==> config.mk <==
export PLATFORM = sky130hd
export DESIGN_NAME = tlc_phase_sched
export DESIGN_NICKNAME = d
export VERILOG_FILES = /design/src/rtl/tlc_pkg.sv /design/src/rtl/tlc_phase_timer.sv /design/src/rtl/tlc_phase_sched.sv
export SDC_FILE = /design/constraint.sdc
export NUM_CORES = 1
export LEC_CHECK = 0
export CAP_MARGIN = 30
export CORE_AREA = 2 2 60 68
export DETAILED_ROUTE_END_ITERATION = 16
export DIE_AREA = 0 0 62 70
export GPL_ROUTABILITY_DRIVEN = 0
export SLEW_MARGIN = 20
export SYNTH_ARGS = -nofsm -noshare
export SYNTH_HDL_FRONTEND = slang
export SYNTH_HIERARCHICAL = 1
export SYNTH_SLANG_ARGS = --single-unit
==> constraint.sdc <==
create_clock -name clk -period 2.6 [get_ports clk]
set_clock_uncertainty 0.15 [all_clocks]
set_input_delay 0.52 -clock clk [delete_from_list [all_inputs] [get_ports clk]]
set_output_delay 0.52 -clock clk [all_outputs]
set_load 0.01 [all_outputs]
==> src/rtl/tlc_pkg.sv <==
// Shared light and state encodings for the highway/country-road phase scheduler.
package tlc_pkg;

  localparam int unsigned LIGHT_W = 2;
  localparam int unsigned STATE_W = 3;

  localparam logic [LIGHT_W-1:0] RED = 2'b00;
  localparam logic [LIGHT_W-1:0] YEL = 2'b01;
  localparam logic [LIGHT_W-1:0] GRN = 2'b10;

  typedef enum logic [STATE_W-1:0] {
    HG   = 3'd0,
    HY   = 3'd1,
    AR1  = 3'd2,
    WALK = 3'd3,
    CG   = 3'd4,
    CY   = 3'd5,
    AR2  = 3'd6
  } state_e;

  // Highway lamp for a given phase; every non-highway phase shows red.
  function automatic logic [LIGHT_W-1:0] hwy_light(input state_e s);
    case (s)
      HG:      hwy_light = GRN;
      HY:      hwy_light = YEL;
      default: hwy_light = RED;
    endcase
  endfunction

  function automatic logic [LIGHT_W-1:0] ctrd_light(input state_e s);
    case (s)
      CG:      ctrd_light = GRN;
      CY:      ctrd_light = YEL;
      default: ctrd_light = RED;
    endcase
  endfunction

endpackage

==> src/rtl/tlc_phase_timer.sv <==
// Phase timer: counts tick pulses, restarts on phase change, saturates at all-ones.
module tlc_phase_timer #(
  parameter int unsigned CNT_W = 8
) (
  input  logic             clk,
  input  logic             clr,
  input  logic             restart_i,
  input  logic             tick_i,
  output logic [CNT_W-1:0] cnt_o
);

  logic [CNT_W-1:0] cnt_q, cnt_d;

  always_comb begin
    cnt_d = cnt_q;
    if (restart_i) begin
      cnt_d = '0;
    end else if (tick_i && (cnt_q != '1)) begin
      cnt_d = cnt_q + CNT_W'(1);
    end
  end

  always_ff @(posedge clk) begin
    if (clr) begin
      cnt_q <= '0;
    end else begin
      cnt_q <= cnt_d;
    end
  end

  assign cnt_o = cnt_q;

endmodule

==> src/rtl/tlc_phase_sched.sv <==
// Timed phase scheduler: FSM, pedestrian request latch and registered lamp decode.
module tlc_phase_sched
  import tlc_pkg::*;
#(
  parameter int unsigned CNT_W      = 8,
  parameter int unsigned T_HWY_MIN  = 20,
  parameter int unsigned T_CTRD_MAX = 15,
  parameter int unsigned T_YEL      = 4,
  parameter int unsigned T_ALLRED   = 2,
  parameter int unsigned T_WALK     = 10
) (
  input  logic               clk,
  input  logic               clr,
  input  logic               tick,
  input  logic               x,
  input  logic               ped_req,
  output logic [LIGHT_W-1:0] hwy,
  output logic [LIGHT_W-1:0] ctrd,
  output logic               walk,
  output logic               ped_ack,
  output logic [STATE_W-1:0] state_o
);

  // Last timer value of each interval; exit happens on a tick at this value.
  localparam logic [CNT_W-1:0] HWY_LAST  = CNT_W'(T_HWY_MIN - 1);
  localparam logic [CNT_W-1:0] CTRD_LAST = CNT_W'(T_CTRD_MAX - 1);
  localparam logic [CNT_W-1:0] YEL_LAST  = CNT_W'(T_YEL - 1);
  localparam logic [CNT_W-1:0] AR_LAST   = CNT_W'(T_ALLRED - 1);
  localparam logic [CNT_W-1:0] WALK_LAST = CNT_W'(T_WALK - 1);

  state_e             state_q, state_d;
  logic               pend_q, pend_d;
  logic [LIGHT_W-1:0] hwy_q, ctrd_q;
  logic               walk_q, ack_q;
  logic [CNT_W-1:0]   timer;
  logic               restart;
  logic               enter_walk;

  tlc_phase_timer #(
    .CNT_W(CNT_W)
  ) u_timer (
    .clk      (clk),
    .clr      (clr),
    .restart_i(restart),
    .tick_i   (tick),
    .cnt_o    (timer)
  );

  // Next phase; an illegal encoding falls back to highway green regardless of tick.
  always_comb begin
    state_d = state_q;
    case (state_q)
      HG:   if (tick && (timer >= HWY_LAST) && (x || pend_q)) state_d = HY;
      HY:   if (tick && (timer == YEL_LAST)) state_d = AR1;
      AR1:  if (tick && (timer == AR_LAST)) state_d = pend_q ? WALK : CG;
      WALK: if (tick && (timer == WALK_LAST)) state_d = x ? CG : AR2;
      CG:   if (tick && (!x || (timer == CTRD_LAST))) state_d = CY;
      CY:   if (tick && (timer == YEL_LAST)) state_d = AR2;
      AR2:  if (tick && (timer == AR_LAST)) state_d = HG;
      default: state_d = HG;
    endcase
  end

  assign restart    = (state_d != state_q);
  assign enter_walk = (state_d == WALK) && (state_q != WALK);

  // Entering WALK serves the request and beats a same-cycle button press.
  always_comb begin
    pend_d = pend_q;
    if (enter_walk) begin
      pend_d = 1'b0;
    end else if (ped_req && (state_q != WALK)) begin
      pend_d = 1'b1;
    end
  end

  always_ff @(posedge clk) begin
    if (clr) begin
      state_q <= HG;
      pend_q  <= 1'b0;
      hwy_q   <= GRN;
      ctrd_q  <= RED;
      walk_q  <= 1'b0;
      ack_q   <= 1'b0;
    end else begin
      state_q <= state_d;
      pend_q  <= pend_d;
      hwy_q   <= hwy_light(state_d);
      ctrd_q  <= ctrd_light(state_d);
      walk_q  <= (state_d == WALK);
      ack_q   <= enter_walk;
    end
  end

  assign hwy     = hwy_q;
  assign ctrd    = ctrd_q;
  assign walk    = walk_q;
  assign ped_ack = ack_q;
  assign state_o = state_q;

endmodule

==> out/qor.txt, run 1 <==
R2R depth = 7
GR Util met1 = 0.181
Worst-path clk slew = 0.07 ns
P per Cell Area = 419 nW/um2
crit path max-delay cell type = or4_4
synth unique cells = 47
nets@finish = 164
Critical Path RT = 2.60 ns
Die Width = 62 um
Syn Area/Cell = 8.95 um2
final hold slack = 0.475 ns
DP Area = 1440 um2
Gate Count Post-Synth = 119
Max-Cap Viols = 0
commonest non-fill, non-tap cell in the layout = buf_4
RR Startpoint = u_timer/cnt_o[6]$_SDFFE_PP0P_
IO Pins = 14
crit path cell chain = or4_4, or4_4, o211a_1, a2111oi_4, a221o_2, nor2_4, and3b_1
DRC violations left = 0
GRT Util Overall = 0.145
DR iter-0 viols = 68
post-route design area = 1560 um2
Max Root-Sink Buffers = 2
core area = 3750 um2
placed insts = 205
Routed Antenna Nets = 0
CTS root buf = clkbuf_8
CP max FO = 7
vias per cell = 5.19
pin count of the biggest net entering global routing = 17
Max VDD drop = 154 uV
final setup fails = 1
total grt overflow = 0
die footprint = 4340 um2
Async S/R FF share, synth = 0
r2r setup slk = -0.002 ns
Finished Core Util = 0.415
standard-cell rows = 24
CTS sink cnt = 18
crit-path max cell delay = 0.57 ns
vias in the first global route = 1059
# H-tree levels = 1
RSZ-0062 raised after global routing = true
static leakage = 0.636 nW
Slew HR = 0.689
Critical Path End Type = flop
Min-Delay Endpoint = u_timer/cnt_o[0]$_SDFFE_PP0P_
kind of cell adding the most delay to the critical path = simple AND/OR/NAND/NOR gates
initial antenna violation count = 0
Pre-Repair DR Iteration Count = 4
quantity of I/O buffers inserted on ports = 13
final worst path period share = 1.00
HPWL Detailed = 2.16 mm
Chip Height = 70 um
number of diodes = 0
worst skew pair latency = 0.26 ns
worst reg2reg endpoint = u_timer/cnt_o[7]$_SDFFE_PP0P_
most frequent cells in the layout = 25 x buf_4, 16 x dfxtp_1, 13 x clkdlybuf4s50_1, 9 x nand2_1, 7 x inv_1
via count = 1085
endpoints failing hold = 0
Final Max Slew Viols = 0
Hold Buf Count CTS = 0
non-filler cells, final = 209
Fmax = 384 MHz
Synth top area share = 0.338
layout cells sized above 1 = 0.325
WS Path Type = flop to flop
busiest grt layer = met2
final setup margin = -0.00170 ns
startpoint types = flop
first-pass GRT wire length = 4.74 mm
met3 Resource Use GR = 0.0278
post-synth top area cell = dfxtp_1
met2 Usage GRT = 0.233
cts bufs inserted = 3
EDFF count, synth = 0
most common flop cell mapped by yosys = dfxtp_1
yosys warns = 6
Post-Route WL = 2.81 mm
Tightest Pin Transition = 0.462 ns
Crit path arrival time = 2.60 ns
Mapped Area = 1060 um2
WL per Instance = 13.4 um
Seq cells post-synth = 18
hold_sp = u_timer/cnt_o[0]$_SDFFE_PP0P_
Crit path top cell by count = or4_4
syn nets = 125
status = complete, but fails checks
CTS tree = yes
Final Critical Period = 2.60 ns
Hold Path Depth = 3
top cells by area, synth = dfxtp_1 34%, a2111oi_4 5.2%, mux2i_1 3.8%
Seq/Total Area, Yosys = 0.338
Initial Util = 0.284
HP Class = flop to flop
failing checks = negative setup slack
P&R area growth vs syn = 46.2%
total negative slack = -0.00170 ns
Critical path buffers and inverters = 0
-- per-stage QoR --
step	power, mW	setup slack, ns
after floorplan	0.360	-0.235
after detailed placement	0.421	-0.363
after CTS	0.660	0.00611
after global routing	0.687	-0.0938
after global placement	0.418	-0.362
final	0.652	-0.00170
-- tightest hold or removal path: stages, from the launching register on --
cell,delay [ns]
dfxtp_1,0.32
buf_4,0.15
nand2_1,0.05
mux2i_1,0.05
-- state kept, by name, indices dropped and copies added, names as in the netlist --
name / count
ctrd: 2
hwy: 2
ped_ack: 1
pend_q: 1
state_o: 3
u_timer/cnt_o: 8
walk: 1
-- what timing repair did --
action,CTS,global route
endpoints found under the setup margin,9,13
resized for setup,6,8
buffers inserted,1,0
pin swaps,4,4
-- kinds of logic after synthesis --
kind of cell	share of synthesized area
fa+ha+maj	0.0117
mux	0.0376
buf+inv	0.0447
flops	0.338
simple gates	0.295
compound gates	0.273
-- layer usage --
metal  up-vias  part of all wire
met5         -                 0
met4         0             0.025
met3         6             0.029
met2        22              0.49
met1       519              0.45
li1        538                 -
-- how the worst max path moves through the flow --
stage          depth (start not counted)  slack, ns                     startpoint                             to
2_1_floorplan                          8      -0.23  u_timer/cnt_o[7]$_SDFFE_PP0P_  u_timer/cnt_o[7]$_SDFFE_PP0P_
3_3_place_gp                           8      -0.36                           tick  u_timer/cnt_o[7]$_SDFFE_PP0P_
3_5_place_dp                           9      -0.36                           tick  u_timer/cnt_o[2]$_SDFFE_PP0P_
4_1_cts                                7      0.006  u_timer/cnt_o[6]$_SDFFE_PP0P_  u_timer/cnt_o[7]$_SDFFE_PP0P_
5_1_grt                                7      -0.09  u_timer/cnt_o[6]$_SDFFE_PP0P_  u_timer/cnt_o[7]$_SDFFE_PP0P_
6_report                               7     -0.002  u_timer/cnt_o[6]$_SDFFE_PP0P_  u_timer/cnt_o[7]$_SDFFE_PP0P_
-- synthesized netlist by cell type (2+ instances only) --
master and count:
dfxtp_1 18, nand2_1 9, inv_1 7, nor2_1 7
a21oi_1 5, mux2i_1 4, nor3_1 4, o21ai_0 4
and3_1 3, and4_1 3, nand3_1 3, nor4_1 3
or3_1 3, a2111oi_0 2, a2111oi_4 2, a21boi_1 2
a2bb2oi_1 2, a31o_2 2, a31oi_1 2, and3b_1 2
buf_2 2, nand4_1 2, nor2b_1 2, or2_2 2
or4_1 2
-- power by group --
part           switching, mW  total [mW]  internal, mW
Sequential           0.00776       0.295         0.287
Combinational         0.0618       0.127        0.0653
Clock                 0.0960       0.231         0.135
-- area by class of cell --
type                            instances  area [um2]
Fill cell                             374        2200
Multi-Input combinational cell         90         729
Sequential cell                        18         363
Timing Repair Buffer                   38         318
Tap cell                               52        65.1
Clock buffer                            4        55.1
Inverter                                7        26.3
(Power assumes the default switching activity.)
==> run 2, diff against run 1 <==
- GPL_TIMING_DRIVEN: not set -> 0
- REMOVE_ABC_BUFFERS: not set -> 1
==> out/qor.txt, run 2 (synthesis gave the netlist of run 1 again) <==
status = complete, but fails checks
failing checks = negative setup slack
Critical Path RT = 2.63 ns
final setup margin = -0.213 ns
Sw Pwr = 170 uW
Max VDD drop = 179 uV
WS Path Type = flop to flop
nets@finish = 150
Tightest Pin Transition = 0.659 ns
WL per Instance = 15.2 um
cell internal pwr = 475 uW
final setup fails = 8
total grt overflow = 0
cts bufs inserted = 3
Pre-Repair DR Iteration Count = 4
final hold slack = 0.388 ns
core area = 3750 um2
placed insts = 180
IO Pins = 14
Initial Util = 0.284
pin count of the biggest net entering global routing = 18
Slew HR = 0.559
RSZ-0062 raised after global routing = true
Crit path arrival time = 2.85 ns
# H-tree levels = 1
Final Critical Period = 2.81 ns
Routed Antenna Nets = 0
total negative slack = -1.09 ns
Filler Cell Count = 369
vias in the first global route = 1033
Critical Path End Type = flop
DP Area = 1240 um2
Place WS = -0.875 ns
switching part of the total = 0.263
Die Width = 62 um
Fmax = 355 MHz
HPWL Detailed = 1.84 mm
worst skew pair latency = 0.25 ns
quantity of I/O buffers inserted on ports = 13
layout cells sized above 1 = 0.308
area of the multi-input gates = 736 um2
Clock power frac = 0.364
Final Max Slew Viols = 0
commonest non-fill, non-tap cell in the layout = clkdlybuf4s50_1
P per Cell Area = 435 nW/um2
CTS root buf = clkbuf_8
register share of total power = 0.467
Max-Cap Viols = 0
HP Class = flop to flop
endpoints failing hold = 0
FF/Latch Area = 377 um2
via count = 1055
Finished Core Util = 0.395
CTS tree = yes
final worst path period share = 1.08
DRC violations left = 0
GRT Util Overall = 0.137
vias per cell = 5.41
startpoint types = flop
first-pass GRT wire length = 4.60 mm
number of diodes = 0
standard-cell rows = 24
non-filler cells, final = 195
most frequent cells in the layout = 12 x clkdlybuf4s50_1, 11 x dfxtp_1, 10 x buf_4, 8 x nand2_1, 7 x inv_1
number of flip-flops in the largest register = 8
P&R area growth vs syn = 39.2%
Max Root-Sink Buffers = 2
CTS sink cnt = 18
Comb pwr share = 0.169
Chip Height = 70 um
total design power = 645 uW
Hold Buf Count CTS = 0
Worst-path clk slew = 0.07 ns
post-route design area = 1480 um2
Post-Route WL = 2.96 mm
initial antenna violation count = 0
DR iter-0 viols = 57
static leakage = 0.579 nW
die footprint = 4340 um2
CP max FO = 4
run 2: repair_timing:
action	in CTS	in global routing
hold endpoints to repair	0	0
cloned	0	0
setup endpoints to repair	15	12
setup buffers	8	3
pin swaps	12	8
resized for setup	16	11
run 2: worst max-delay path, stage by stage, from the launching register on:
cell and delay [ns]:
dfxtp_4 0.35, or4_4 0.57, nor3_4 0.27, a2bb2oi_2 0.09, or2_2 0.28, a221o_2 0.42
buf_12 0.15, or3_1 0.34, mux2i_1 0.13
run 2: power by group through the flow:
stage	Sequential [mW]	Clock, mW	Combinational [mW]
2_1_floorplan	0.307	0	0.0511
3_3_place_gp	0.307	0	0.0849
3_5_place_dp	0.308	0	0.0871
4_1_cts	0.300	0.244	0.0990
5_1_grt	0.303	0.254	0.119
6_report	0.301	0.235	0.109
run 2: area by class of cell:
type / count / area share
clock buffers: 4 / 0.0371
inverters: 7 / 0.0177
multi-input cells: 90 / 0.496
flip-flops and latches: 18 / 0.254
well taps: 52 / 0.0439
repair buffers: 24 / 0.151
run 2: final timing paths:
kind | from | to | slack [ns] | cells past startpoint
worst min register to register | u_timer/cnt_o[4]$_SDFFE_PP0P_ | u_timer/cnt_o[4]$_SDFFE_PP0P_ | 0.39 | 2
worst max-delay path | u_timer/cnt_o[7]$_SDFFE_PP0P_ | u_timer/cnt_o[4]$_SDFFE_PP0P_ | -0.21 | 8
worst min-delay path | u_timer/cnt_o[4]$_SDFFE_PP0P_ | u_timer/cnt_o[4]$_SDFFE_PP0P_ | 0.39 | 2
worst max register to register | u_timer/cnt_o[7]$_SDFFE_PP0P_ | u_timer/cnt_o[4]$_SDFFE_PP0P_ | -0.21 | 8
run 2: metal layers:
layer  wire length, um  track usage  vias to the layer above
li1                  -            -                      511
met1              1250        0.166                      525
met2              1600        0.233                       17
met3                94       0.0185                        2
met4                24       0.0567                        0
met5                 0            0                        -
==> run 3, diff against run 2 <==
- SETUP_SLACK_MARGIN: not set -> 0.05
- SKIP_LAST_GASP: not set -> 1
==> out/qor.txt, run 3 (synthesis gave the netlist of run 1 again) <==
P&R area growth vs syn = 39.0%
R2R depth = 8
static leakage = 0.578 nW
Initial Util = 0.284
Critical Path RT = 2.63 ns
area of the multi-input gates = 733 um2
vias per cell = 5.37
GRT Util Overall = 0.137
Post-Route WL = 2.93 mm
Fmax = 356 MHz
met3 wire length = 104 um
layout cells sized above 1 = 0.308
Crit path arrival time = 2.84 ns
vias in the first global route = 1030
FF/Latch Area = 377 um2
non-filler cells, final = 195
first-pass GRT wire length = 4.59 mm
top routing layer in use = met4
RSZ-0062 raised after global routing = true
met1 wire length = 1.23 mm
endpoints failing hold = 0
cts bufs inserted = 3
DR iter-0 viols = 37
worst skew pair latency = 0.25 ns
total grt overflow = 0
Pre-Repair DR Iteration Count = 4
Routed Antenna Nets = 0
WS Path Type = flop to flop
IO Pins = 14
CTS sink cnt = 18
CTS root buf = clkbuf_8
failing checks = negative setup slack
Critical Path End Type = flop
P per Cell Area = 435 nW/um2
CTS tree = yes
Chip Height = 70 um
DR WL met2 = 1.56 mm
standard-cell rows = 24
status = complete, but fails checks
Final Max Slew Viols = 0
# H-tree levels = 1
number of flip-flops in the largest register = 8
Hold Path Depth = 2
most frequent cells in the layout = 12 x clkdlybuf4s50_1, 11 x dfxtp_1, 10 x buf_4, 8 x nand2_1, 7 x inv_1
quantity of I/O buffers inserted on ports = 13
via count = 1047
Max VDD drop = 179 uV
Die Width = 62 um
initial antenna violation count = 0
core area = 3750 um2
final setup margin = -0.212 ns
Worst-path clk slew = 0.07 ns
placed insts = 180
Finished Core Util = 0.394
Filler Cell Count = 368
HPWL Detailed = 1.84 mm
commonest non-fill, non-tap cell in the layout = clkdlybuf4s50_1
number of diodes = 0
r2r setup slk = -0.21 ns
startpoint types = flop
HP Class = flop to flop
WL per Instance = 15.0 um
Slew HR = 0.572
DRC violations left = 0
Max Root-Sink Buffers = 2
nets@finish = 150
final worst path period share = 1.08
Tightest Pin Transition = 0.640 ns
final setup fails = 8
Final Critical Period = 2.81 ns
CP max FO = 4
Max-Cap Viols = 0
pin count of the biggest net entering global routing = 18
die footprint = 4340 um2
run 3: cell type report:
class                      count  area share
tap                           52      0.0440
inverter                       7      0.0178
multi-input combinational     90       0.495
timing repair buffer          24       0.151
clock buffer                   4      0.0372
sequential                    18       0.254
run 3: routing by layer:
| layer | vias to the layer above | GRT usage |
|---|---|---|
| met1 | 507 | 0.166 |
| met3 | 4 | 0.0185 |
| met5 | - | 0 |
| met4 | 0 | 0.0567 |
| met2 | 26 | 0.231 |
| li1 | 510 | - |
run 3: final timing paths:
kind / startpoint / end
setup reg to reg: u_timer/cnt_o[7]$_SDFFE_PP0P_ / u_timer/cnt_o[4]$_SDFFE_PP0P_
hold reg to reg: u_timer/cnt_o[4]$_SDFFE_PP0P_ / u_timer/cnt_o[4]$_SDFFE_PP0P_
setup / recovery: u_timer/cnt_o[7]$_SDFFE_PP0P_ / u_timer/cnt_o[4]$_SDFFE_PP0P_
hold / removal: u_timer/cnt_o[4]$_SDFFE_PP0P_ / u_timer/cnt_o[4]$_SDFFE_PP0P_
run 3: stage by stage:
| stage | worst slack [ns] | instance area (um2) | hold slack (ns) | power (mW) | setup TNS [ns] |
|---|---|---|---|---|---|
| 2_1_floorplan | -0.225 | 1040 | 0.340 | 0.358 | -1.25 |
| 3_3_place_gp | -0.796 | 1240 | 0.371 | 0.392 | -7.61 |
| 3_5_place_dp | -0.875 | 1240 | 0.390 | 0.395 | -8.64 |
| 4_1_cts | -0.202 | 1410 | 0.403 | 0.643 | -1.20 |
| 5_1_grt | -0.269 | 1480 | 0.415 | 0.675 | -1.67 |
| 6_report | -0.212 | 1480 | 0.388 | 0.644 | -1.11 |
run 3: power breakdown:
part / switching, mW / internal, mW / leakage, nW / total (mW)
logic: 0.0534 / 0.0554 / 0.399 / 0.109
registers: 0.0157 / 0.285 / 0.150 / 0.301
clock network: 0.100 / 0.135 / 0.0288 / 0.235
run 3: what timing repair did:
item / CTS / global route
cloned: 0 / 0
setup endpoints to repair: 15 / 14
buffers inserted: 8 / 3
hold buffers: 0 / 0
hold endpoints to repair: 0 / 0
resized for setup: 17 / 10
pin swaps: 12 / 8
run 3: critical path: stages (launching register included):
cell and delay (ns):
dfxtp_4 0.35, or4_4 0.57, nor3_4 0.27, a2bb2oi_2 0.09, or2_2 0.27, a221o_2 0.42, buf_12 0.15, or3_1 0.34
mux2i_1 0.13
